===== src/rtl/fifo_pkg.sv =====
// Shared constants and helpers for the FIFO slice.
package fifo_pkg;

    localparam int DATA_WIDTH = 16;
    localparam int DEPTH      = 8;

    // Pointer width for a given depth; clamps to 1 so a degenerate depth still elaborates.
    function automatic int ptr_width(input int depth);
        return (depth > 1) ? $clog2(depth) : 1;
    endfunction

endpackage


===== src/rtl/fifo_mem.sv =====
// FIFO storage: synchronous write, asynchronous read, no reset.
module fifo_mem
    import fifo_pkg::*;
#(
    parameter int DataWidth = DATA_WIDTH,
    parameter int Depth     = DEPTH,
    localparam int AddrW    = ptr_width(Depth)
) (
    input  logic                 clk_i,
    input  logic                 we_i,
    input  logic [AddrW-1:0]     waddr_i,
    input  logic [DataWidth-1:0] wdata_i,
    input  logic [AddrW-1:0]     raddr_i,
    output logic [DataWidth-1:0] rdata_o
);

    logic [DataWidth-1:0] mem [Depth];

    // NOTE: the array has no reset; the read side masks stale entries, so a reset would only cost area.
    always_ff @(posedge clk_i) begin
        if (we_i) begin
            mem[waddr_i] <= wdata_i;
        end
    end

    assign rdata_o = mem[raddr_i];

endmodule


===== src/rtl/fifo_interface.sv =====
// First-word-fall-through FIFO with valid/ready handshakes on both sides.
module fifo_interface
    import fifo_pkg::*;
#(
    parameter int DataWidth = DATA_WIDTH,
    parameter int Depth     = DEPTH
) (
    input  logic                 clk_i,
    input  logic                 arst_i,
    input  logic [DataWidth-1:0] din_i,
    input  logic                 din_val_i,
    output logic                 din_rdy_o,
    output logic [DataWidth-1:0] dout_o,
    output logic                 dout_val_o,
    input  logic                 dout_rdy_i
);

    localparam int PtrW = ptr_width(Depth);
    localparam int CntW = $clog2(Depth) + 1;
    localparam logic [PtrW-1:0] LastPtr = PtrW'(Depth - 1);
    localparam logic [CntW-1:0] FullCnt = CntW'(Depth);

    logic [PtrW-1:0]      wr_ptr;
    logic [PtrW-1:0]      rd_ptr;
    logic [CntW-1:0]      count;
    logic                 full;
    logic                 empty;
    logic                 wr_en;
    logic                 rd_en;
    logic [DataWidth-1:0] rd_data;

    function automatic logic [PtrW-1:0] ptr_inc(input logic [PtrW-1:0] ptr);
        return (ptr == LastPtr) ? '0 : ptr + 1'b1;
    endfunction

    // Flags come from the count register alone, so neither ready depends on the far side's inputs.
    assign full       = (count == FullCnt);
    assign empty      = (count == '0);
    assign din_rdy_o  = ~full;
    assign dout_val_o = ~empty;
    assign wr_en      = din_val_i & ~full;
    assign rd_en      = dout_rdy_i & ~empty;

    // NOTE: state registers use non-blocking assignments so every flop samples pre-edge values.
    always_ff @(posedge clk_i or posedge arst_i) begin
        if (arst_i) begin
            wr_ptr <= '0;
            rd_ptr <= '0;
            count  <= '0;
        end else begin
            if (wr_en) begin
                wr_ptr <= ptr_inc(wr_ptr);
            end
            if (rd_en) begin
                rd_ptr <= ptr_inc(rd_ptr);
            end
            case ({wr_en, rd_en})
                2'b10:   count <= count + 1'b1;
                2'b01:   count <= count - 1'b1;
                default: count <= count;
            endcase
        end
    end

    fifo_mem #(
        .DataWidth (DataWidth),
        .Depth     (Depth)
    ) u_mem (
        .clk_i   (clk_i),
        .we_i    (wr_en),
        .waddr_i (wr_ptr),
        .wdata_i (din_i),
        .raddr_i (rd_ptr),
        .rdata_o (rd_data)
    );

    assign dout_o = empty ? '0 : rd_data;

endmodule


===== config.mk =====
export PLATFORM = sky130hd
export DESIGN_NAME = fifo_interface
export DESIGN_NICKNAME = d
export VERILOG_FILES = /design/src/rtl/fifo_pkg.sv /design/src/rtl/fifo_mem.sv /design/src/rtl/fifo_interface.sv
export SDC_FILE = /design/constraint.sdc
export NUM_CORES = 1
export LEC_CHECK = 0
export BUFFER_PORTS_ARGS = -buffer_cell sky130_fd_sc_hd__buf_4
export CORE_MARGIN = 2
export CORE_UTILIZATION = 60
export DETAILED_ROUTE_END_ITERATION = 8
export GPL_ROUTABILITY_DRIVEN = 0
export GPL_TIMING_DRIVEN = 0
export PLACE_DENSITY = 0.79
export SETUP_SLACK_MARGIN = 0.5
export SLEW_MARGIN = 20
export SYNTH_ARGS = -nofsm -noshare
export SYNTH_HDL_FRONTEND = slang
export SYNTH_SLANG_ARGS = --single-unit

===== constraint.sdc =====
create_clock -name clk_i -period 6.2 [get_ports clk_i]
set_input_delay 0.62 -clock clk_i [delete_from_list [all_inputs] [get_ports clk_i]]
set_output_delay 0.62 -clock clk_i [all_outputs]
set_load 0.01 [all_outputs]

==> summary.txt, run 1 <==
STA
  • Worst-Margin Slew: 0.718 ns
  • Hold Vio Cnt, Final: 0
  • Hold WS: 0.0845 ns
  • Max Slew Vio Count: 0
  • Max Clock Skew: ~0.012 ns
  • Post-Route Setup TNS: 0 ns
  • Period utilization: 0.502
  • Minimum clock period: 3.11 ns
  • Setup violators final: 0
  • Final WS setup: 3.09 ns
  • RSZ-0062 raised after global routing: false
  • Relative slew slack: 0.520
  • Fmax: about 320 MHz

Setup path
  • Worst EP arrival: ~2.5 ns
  • CP Max Fanout: 10
  • Crit. End Element: primary output
  • CP startpoint kind: flip-flop
  • Worst Path Class, Setup: flip-flop to primary output
  • Critical Path RT: 5.58 ns

Synthesis
  • Ys async rst share: 0.0725
  • Synth unique cells: 37
  • Syn Nets: 285
  • Synthesized area per cell: 21.4 um2
  • Most frequent cell after synthesis: edfxtp_1
  • Yosys top cell area share: 0.695
  • Cell count after synthesis: 258
  • Yosys Warn Count: 0
  • Post-Syn Area: approximately 5500 um2
  • Most used flip-flop cell after synthesis: edfxtp_1
  • Synth top cells by count: edfxtp_1, mux4_2, a22o_1
  • Yosys reg bits: 138
  • Most area-consuming cells after synthesis: edfxtp_1, mux4_2, dfrtp_1
  • Area leader, netlist: edfxtp_1
  • EDFF count, synth: 128
  • Register area share after synthesis: 0.740

Floorplan
  • Number of cell rows: 35
  • Die height: 100 um
  • Die area: 10000 um2
  • Die X: 100 um
  • # IOs: 38
  • Initial Utilization: 0.607
  • Core Footprint: 9110 um2

Finish
  • Area grow syn2layout: 21.9%
  • Antenna diodes: 0
  • Final core occ: 0.740
  • Fraction of layout cells with a size suffix above 1: 0.419
  • Nets: 355

Placed design
  • Pre-CTS WS: roughly 3.6 ns
  • # port buffers: 37
  • Detailed Place HPWL: 6.60 mm

GRT
  • Number of global-route vias before repair: 2938
  • Antenna violations before repair: 0
  • Largest net degree at the start of global routing: 17
  • Tot GR Track Use: 0.236
  • First-pass GRT wire length: 16.6 mm
  • Grt total ovfl: 0

Routing
  • WL per Instance: 24.1 um
  • Via Count: 2806
  • ANT nets after route: 0
  • Routed vias/inst: 6.21
  • DRC violations left: 0
  • Initial DRC Count: 280
  • Pre-antenna DRT Iters: 4
  • Final Routed Wirelength: 10.9 mm

Power
  • Int Power: 2.45 mW
  • Lkg Pwr: around 2.4 nW
  • Combinational share of power: 0.320
  • PD cells: 516 nW/um2
  • Psw: 1.03 mW
  • Peak supply drop: between 200 and 300 uV
  • Reg power frac: 0.362
  • Sw Share: 0.296
  • Clock power share: 0.318

Hold path
  • Worst hold-check path type: input port to async pin

Clock tree
  • Hold Buf Count CTS: 0
  • Num CTS Buffers: 17
  • H-tree Lvls: 4
  • Setup bufs post-CTS: 0
  • Post-CTS resize count: 0
  • CTS Buffer Depth: 2
  • Clk pin slew, worst setup/hold paths: about 0.060 ns
  • Root Buffer: clkbuf_8
  • Clock sinks: 138
  • Clk Latency, worst-skew pair: roughly 0.53 ns
  • CTS tree: yes

Run status
  • Status: completed

Flow run
  • Max cap viols: 0
[per-stage QoR]
step           power, mW  area, um2  instances
2_1_floorplan       1.98       5530        258
3_3_place_gp        2.32       5950        406
3_5_place_dp        2.39       6090        420
4_1_cts             3.51       6740        452
5_1_grt             3.63       6740        452
6_report            3.48       6740        452
[worst max-delay path, cell delays in order (launching register included)]
cell and delay, ns:
dfrtp_1 0.53, nor4_2 0.13, nor2_1 0.57, buf_2 0.39
a22o_1 0.22, buf_4 0.13
[routing by layer]
metal,GRT usage,routed length (um),vias up,share of wire
met5,0,0,-,0
met4,0.0969,221,0,0.020
met3,0.0689,637,18,0.059
met2,0.374,5610,114,0.52
met1,0.313,4410,1451,0.41
li1,-,-,1223,-
[final timing paths]
kind / startpoint / end / slack [ns] / cells after the start
min in group clk_i: din_i[0] / u_mem.mem[0][0] / 0.32 / 1
max in group asynchronous: arst_i / wr_ptr[0] / 5.81 / 2
worst min register to register: rd_ptr[2] / rd_ptr[2] / 0.59 / 1
worst min-delay path: arst_i / count[0] / 0.08 / 2
worst max-delay path: count[0] / dout_o[13] / 3.09 / 5
worst max register to register: count[0] / count[3] / 3.60 / 6
[final cells by class]
cell class	instances	area, um2
buffer	14	90.1
clock inverter	14	233
multi-input combinational	101	1360
clock buffer	18	418
fill	511	2370
timing repair buffer	51	387
inverter	5	18.8
tap	111	139
sequential	138	4090
[flip-flops by register name (all words and copies together) (netlist names)]
signal / cells
u_mem.mem: 128
count: 4
rd_ptr: 3
wr_ptr: 3
[kinds of logic after synthesis]
logic type,share of synthesized area
flip-flops,0.740
AO/OA/AOI/OAI,0.0421
adder cells (fa/ha/maj),0.0158
buffers and inverters,0.0197
XOR/XNOR,0.00475
AND/OR/NAND/NOR,0.0333
multiplexers,0.144
[cells in the final DEF, fill, tap and decap left out, types with 2 or more instances in the layout]
master,synthesis,final
a21o_1,2,2
a22o_1,16,16
buf_2,6,9
buf_4,2,47
buf_6,3,6
bufinv_16,0,5
clkbuf_1,3,4
clkbuf_16,0,16
clkinv_4,0,2
dfrtp_1,10,10
edfxtp_1,128,128
ha_1,7,7
inv_1,5,5
inv_6,0,4
inv_8,0,2
mux2_2,2,2
mux2_4,3,3
mux4_2,32,32
nand2_1,2,2
nand2b_1,3,3
nor2_1,6,3
nor2_2,0,3
nor2b_1,3,3
nor3_2,0,4
nor4_2,1,2
xnor2_1,2,2
[power by group through the flow]
stage	clock, mW	combinational [mW]	sequential [mW]
finish	1.10	1.11	1.26
global route	1.15	1.20	1.27
CTS	1.12	1.13	1.26
detailed placement	0	1.11	1.28
global placement	0	1.05	1.27
floorplan	0	0.730	1.25
Power figures use the tool's default switching activity.
==> run 2, diff against run 1 <==
--- a/config.mk
+++ b/config.mk
@@ -5,13 +5,14 @@
 export SDC_FILE = /design/constraint.sdc
 export NUM_CORES = 1
 export LEC_CHECK = 0
+export ABC_AREA = 1
 export BUFFER_PORTS_ARGS = -buffer_cell sky130_fd_sc_hd__buf_4
 export CORE_MARGIN = 2
-export CORE_UTILIZATION = 60
+export CORE_UTILIZATION = 54
 export DETAILED_ROUTE_END_ITERATION = 8
 export GPL_ROUTABILITY_DRIVEN = 0
 export GPL_TIMING_DRIVEN = 0
-export PLACE_DENSITY = 0.79
+export PLACE_DENSITY = 0.75
 export SETUP_SLACK_MARGIN = 0.5
 export SLEW_MARGIN = 20
 export SYNTH_ARGS = -nofsm -noshare
==> constraint.sdc (replaced) <==
create_clock -name clk_i -period 2.75 [get_ports clk_i]
set_input_delay 0.275 -clock clk_i [delete_from_list [all_inputs] [get_ports clk_i]]
set_output_delay 0.275 -clock clk_i [all_outputs]
set_load 0.01 [all_outputs]
==> summary.txt, run 2 <==
Synthesis
  • Register area share after synthesis: 0.717 (-0.0230)
  • Synth unique cells: 24 (-35%)
  • Post-Syn Area: 5710 um2 (+3.2%)
  • Synth top cells by count: edfxtp_1, nor2_1, o21ai_0
  • EDFF count, synth: 128 (unchanged)
  • Yosys top cell area share: 0.673 (-0.0216)
  • Ys async rst share: 0.0725 (unchanged)
  • Most frequent cell after synthesis: edfxtp_1
  • Syn Nets: 491 (+72%)
  • Yosys Warn Count: 0 (unchanged)
  • Most used flip-flop cell after synthesis: edfxtp_1
  • Area leader, netlist: edfxtp_1
  • Synthesized area per cell: 12.3 um2 (-43%)
  • Cell count after synthesis: 464 (+80%)
  • Yosys reg bits: 138 (unchanged)
  • Most area-consuming cells after synthesis: edfxtp_1, nor2_1, o21ai_0

Setup path
  • CP Max Fanout: 10 (unchanged)
  • Critical Path RT: 2.48 ns (-3.10 ns)
  • CP startpoint kind: flip-flop
  • Crit. End Element: primary output
  • Worst Path Class, Setup: flip-flop to primary output
  • Worst EP arrival: 1.97 ns (-0.52 ns)

Placed design
  • Detailed Place HPWL: 8.70 mm (+32%)
  • # port buffers: 37 (unchanged)
  • Pre-CTS WS: 0.698 ns (-2.91 ns)

Finish
  • Largest registers: u_mem.mem (128), count (4)
  • Nets: 585 (+65%)
  • Fill cells: 676 (+32%)
  • Commonest non-fill, non-tap cell in the layout: edfxtp_1
  • Reg with most FFs: u_mem.mem
  • Commonest non-fill, non-tap cells in the layout: edfxtp_1, nor2_1, buf_4, o21ai_0, nand2_1
  • Fraction of layout cells with a size suffix above 1: 0.235 (-0.185)
  • Flip-flop count of the largest register after layout: 128 (unchanged)
  • Final core occ: 0.707 (-0.0334)
  • Antenna diodes: 0 (unchanged)
  • Area grow syn2layout: 27.2%

Routing
  • Pre-antenna DRT Iters: 5 (+1)
  • DRC violations left: 0 (unchanged)
  • Initial DRC Count: 445 (+59%)
  • Routed vias/inst: 5.86 (-5.6%)
  • WL per Instance: 20.7 um (-14%)
  • Final Routed Wirelength: 14.6 mm (+34%)
  • ANT nets after route: 0 (unchanged)
  • Via Count: 4144 (+48%)

STA
  • Relative slew slack: 0.605 (+0.0852)
  • Worst-Margin Slew: 0.592 ns (-0.126 ns)
  • Hold Vio Cnt, Final: 0 (unchanged)
  • Final WS setup: 0.501 ns (-2.59 ns)
  • Minimum clock period: 2.25 ns
  • Max Clock Skew: 0.00539 ns (-0.00626 ns)
  • Post-Route Setup TNS: 0 ns (unchanged)
  • RSZ-0062 raised after global routing: true
  • Fmax: 445 MHz
  • Max Slew Vio Count: 0 (unchanged)
  • Setup violators final: 0 (unchanged)
  • Period utilization: 0.818

Clock tree
  • CTS tree: yes
  • Root Buffer: clkbuf_8
  • Num CTS Buffers: 17 (unchanged)
  • Clk Latency, worst-skew pair: 0.53 ns (about the same)
  • CTS Buffer Depth: 2 (unchanged)
  • H-tree Lvls: 4 (unchanged)
  • Clock sinks: 138 (unchanged)
  • Clk pin slew, worst setup/hold paths: 0.06 ns (about the same)

Power
  • Lkg Pwr: 2.74 nW (+15%)
  • Total power: 8.54 mW (+150%)
  • PD cells: 1180 nW/um2 (+130%)
  • Peak supply drop: 649 uV (+120%)

Floorplan
  • Number of cell rows: 37 (+5.7%)
  • Initial Utilization: 0.556 (-0.0518)
  • Die area: 11400 um2 (+14%)
  • # IOs: 38 (unchanged)
  • Core Footprint: 10300 um2 (+13%)
  • Die X: 107 um (+6.8%)
  • Die height: 107 um (+6.8%)

Hold path
  • Worst hold-check path type: input port to flip-flop

GRT
  • Number of global-route vias before repair: 4075 (+39%)
  • First-pass GRT wire length: 21.6 mm (+30%)
  • Antenna violations before repair: 0 (unchanged)
  • Tot GR Track Use: 0.264 (+0.0274)
  • Largest net degree at the start of global routing: 17 (unchanged)
  • Grt total ovfl: 0 (unchanged)

Flow run
  • Max cap viols: 0 (unchanged)

Run status
  • Status: completed
[run 2: cell type report]
class	instances	area, um2	share of cell area
plain buffers	25	270	0.0372
clock buffers	18	418	0.0575
clock inverters	14	145	0.0200
inverters	16	62.6	0.00861
multi-input cells	285	1410	0.194
flip-flops and latches	138	4100	0.564
well taps	136	170	0.0234
repair buffers	75	689	0.0949
[run 2: where the power goes]
group / internal, mW / leakage [nW] / switching (mW) / total, mW
Sequential: 2.65 / 1.28 / 0.146 / 2.80
Combinational: 1.47 / 1.19 / 2.10 / 3.57
Clock: 1.29 / 0.270 / 0.887 / 2.18
[run 2: critical path: stages (launching register included)]
cell     delay [ns]
dfrtp_1        0.41
buf_6          0.16
buf_6          0.15
o21ai_1        0.25
o22ai_2        0.15
nor2_1         0.13
nor2_2         0.05
buf_4          0.14
[run 2: final timing paths]
kind	start	slack, ns	cells past startpoint	to
max in group asynchronous	arst_i	2.13	3	rd_ptr[1]
max	rd_ptr[0]	0.50	7	dout_o[12]
min in group asynchronous	arst_i	0.29	3	count[3]
max reg2reg	count[2]	0.72	7	u_mem.mem[4][8]
min	din_val_i	0.15	4	wr_ptr[0]
min reg2reg	count[0]	0.55	1	count[0]
[run 2: timing repair]
| item | in CTS | in global routing |
|---|---|---|
| hold buffers | 17 | 0 |
| gates resized for setup | 14 | 29 |
| pin swaps | 1 | 5 |
| endpoints found under the setup margin | 14 | 17 |
| gates cloned | 0 | 2 |
| buffers inserted | 2 | 9 |
| endpoints found under the hold margin | 138 | 0 |
[run 2: kinds of logic (layout without fill, tap and decap cells)]
kind of cell / Yosys count / after routing / synth area share
AND/OR/NAND/NOR: 169 / 169 / 0.115
flip-flops: 138 / 138 / 0.717
AO/OA/AOI/OAI: 106 / 106 / 0.105
buffers and inverters: 41 / 148 / 0.0432
adder cells (fa/ha/maj): 7 / 7 / 0.0153
XOR/XNOR: 3 / 3 / 0.00460
[run 2: layer usage]
layer,vias to the layer above,track usage,wire length (um)
met2,251,0.454,7770
met1,2007,0.312,5280
met3,36,0.0571,1310
met4,0,0.134,240
li1,1850,-,-
met5,-,0,0
[run 2: metrics by stage]
step	area [um2]	instances	hold slack, ns
2_1_floorplan	5710	464	0.115
5_1_grt	7260	707	0.162
6_report	7260	707	0.147
4_1_cts	7070	696	0.125
3_5_place_dp	6290	645	0.297
3_3_place_gp	6160	637	0.289
==> run 3, diff against run 2 <==
==> constraint.sdc (replaced) <==
create_clock -name clk_i -period 2.05 [get_ports clk_i]
set_input_delay 0.205 -clock clk_i [delete_from_list [all_inputs] [get_ports clk_i]]
set_output_delay 0.205 -clock clk_i [all_outputs]
set_load 0.01 [all_outputs]
==> summary.txt, run 3 (synthesis results as in run 2) <==
STA
  • RSZ-0062 raised after global routing: true
  • Max Slew Vio Count: 0 (unchanged)
  • Relative slew slack: 0.684 (+0.0795)
  • Fmax: 451 MHz
  • Minimum clock period: around 2.2 ns
  • Worst-Margin Slew: 0.473 ns (-0.119 ns)
  • Period utilization: 1.08
  • Hold Vio Cnt, Final: 0 (unchanged)
  • Hold WS: 0.246 ns (+0.0994 ns)
  • Post-Route Setup TNS: -1.60 ns (-1.60 ns)
  • Final WS setup: -0.169 ns (-0.670 ns)
  • Max Clock Skew: 0.00900 ns (+0.00362 ns)
  • Setup violators final: 16 (+16)

Routing
  • WL met1: 5.77 mm (+9.4%)
  • DRC violations left: 0 (unchanged)
  • WL per Instance: 21.9 um (+6.2%)
  • Wire length on met3: 1.51 mm (+15%)
  • Initial DRC Count: 480 (+7.9%)
  • Pre-antenna DRT Iters: 5 (unchanged)
  • Via Count: 4331 (+4.5%)
  • Uppermost layer routed: met4
  • Met2 WL post-DR: 8.27 mm (+6.3%)
  • Final Routed Wirelength: 16.0 mm (+9.5%)
  • Routed vias/inst: 5.94 (+1.4%)
  • ANT nets after route: 0 (unchanged)

Finish
  • Commonest non-fill, non-tap cells in the layout: edfxtp_1, nor2_1, buf_4, o21ai_0, buf_6
  • Area of the multi-input gates: 1650 um2 (+17%)
  • Fraction of layout cells with a size suffix above 1: 0.324 (+0.0891)
  • Area grow syn2layout: 37.1%
  • Reg with most FFs: u_mem.mem
  • Commonest non-fill, non-tap cell in the layout: edfxtp_1
  • Reg area: 4100 um2 (+0.15%)
  • Nets: 607 (+3.8%)
  • Antenna diodes: 0 (unchanged)
  • Fill cells: 580 (-14%)
  • Largest registers: u_mem.mem (128), count (4)
  • Flip-flop count of the largest register after layout: 128 (unchanged)
  • Final core occ: 0.762 (+0.0552)

GRT
  • Largest net degree at the start of global routing: 17 (unchanged)
  • First-pass GRT wire length: 22.9 mm (+5.9%)
  • Tot GR Track Use: 0.280 (+0.0164)
  • Grt total ovfl: 0 (unchanged)
  • Number of global-route vias before repair: 4372 (+7.3%)
  • Antenna violations before repair: 0 (unchanged)

Setup path
  • Worst Path Class, Setup: flip-flop to primary output
  • Crit. End Element: primary output
  • CP Max Fanout: 10 (unchanged)
  • Critical Path RT: 1.85 ns (-0.63 ns)
  • Worst EP arrival: 2.01 ns (+0.04 ns)
  • Worst r2r src: count[1]
  • Cell Chain, Critical Path: inv_2 > buf_12 > buf_6 > nor2_1 > o22ai_1 > nor2_1 > nor2_2 > buf_4
  • R2R Setup Slk: 0.06 ns (-0.66 ns)
  • RR Endpoint: count[2]
  • Top delay family on crit path: buffers and inverters
  • CP startpoint kind: flip-flop
  • Reg2Reg Depth: 12 (+5)
  • Cell mode on critical path: nor2_1
  • Critical path's slowest cell: dfrtp_2
  • Worst path max stage delay: 0.46 ns (+0.05 ns)
  • Buffers and inverters on the worst path: 4 (+1)

Floorplan
  • Die height: 107 um (unchanged)
  • Die X: 107 um (unchanged)
  • Number of cell rows: 37 (unchanged)
  • # IOs: 38 (unchanged)
  • Initial Utilization: 0.556 (unchanged)
  • Die area: 11400 um2 (unchanged)
  • Core Footprint: 10300 um2 (unchanged)

Clock tree
  • CTS Buffer Depth: 2 (unchanged)
  • Root Buffer: clkbuf_8
  • H-tree Lvls: 4 (unchanged)
  • CTS tree: yes
  • Clk Latency, worst-skew pair: 0.53 ns (about the same)
  • Clock sinks: 138 (unchanged)
  • Clk pin slew, worst setup/hold paths: 0.07 ns (about the same)
  • Num CTS Buffers: 17 (unchanged)

Power
  • Psw: 4.69 mW (+50%)
  • Reg power frac: 0.305 (-0.023)
  • Int Power: 7.72 mW (+43%)
  • Total power: 12.4 mW (+45%)
  • Combinational share of power: 0.451 (+0.034)
  • Lkg Pwr: 2.92 nW (+6.6%)
  • Sw Share: 0.378 (+0.0114)
  • PD cells: 1580 nW/um2 (+35%)
  • Clock power share: 0.244 (-0.011)
  • Peak supply drop: 756 uV (+17%)

Placed design
  • # port buffers: 37 (unchanged)
  • Pre-CTS WS: 0.102 ns (-0.595 ns)
  • Detailed Place HPWL: 7.92 mm (-9.0%)

Run status
  • Status: finished, violations left
  • Failing checks: negative setup slack

Hold path
  • Worst hold-check path type: input port to async pin

Flow run
  • Max cap viols: 0 (unchanged)
run 3: cell type report:
type	count	area share
flip-flops and latches	138	0.524
well taps	136	0.0217
plain buffers	25	0.0350
inverters	16	0.00959
clock inverters	14	0.0205
multi-input cells	285	0.211
repair buffers	97	0.125
clock buffers	18	0.0534
run 3: power groups by stage:
| stage | Clock, mW | Combinational, mW | Sequential, mW |
|---|---|---|---|
| 2_1_floorplan | 0 | 2.62 | 3.75 |
| 3_3_place_gp | 0 | 3.95 | 3.78 |
| 3_5_place_dp | 0 | 4.10 | 3.80 |
| 4_1_cts | 2.98 | 5.00 | 3.75 |
| 5_1_grt | 3.15 | 5.96 | 3.80 |
| 6_report | 3.03 | 5.60 | 3.78 |
run 3: metrics by stage:
stage | instance area, um2 | std cells
detailed placement | 6260 | 637
global placement | 6260 | 637
global route | 7830 | 729
floorplan | 5810 | 464
finish | 7830 | 729
CTS | 7620 | 720
run 3: worst max path at each step:
stage	start	to	slack, ns	cells after the start
floorplan	count[1]	count[2]	0.33	10
global placement	count[3]	count[2]	0.19	10
detailed placement	count[0]	u_mem.mem[3][4]	0.10	6
CTS	rd_ptr[0]	dout_o[13]	-0.06	9
global route	rd_ptr[0]	dout_o[13]	-0.24	8
finish	rd_ptr[0]	dout_o[5]	-0.17	8
run 3: layer usage:
layer / vias to the layer above / GRT usage
met5: - / 0
li1: 1895 / -
met2: 285 / 0.491
met4: 0 / 0.110
met1: 2100 / 0.336
met3: 51 / 0.0638
run 3: worst register-to-register path: cells and delay by family, from the launching register on:
kind,cells,cell delay [ns]
compound gates,2,0.22
xor+xnor,1,0.17
fa+ha+maj,2,0.32
buf+inv,2,0.22
flops,1,0.42
simple gates,5,0.52
run 3: repair_timing:
| item | CTS | global route |
|---|---|---|
| hold buffers | 17 | 0 |
| setup endpoints to repair | 150 | 150 |
| pin swaps | 21 | 25 |
| gates resized for setup | 79 | 35 |
| gates cloned | 2 | 3 |
| setup buffers | 32 | 6 |
| endpoints found under the hold margin | 138 | 0 |
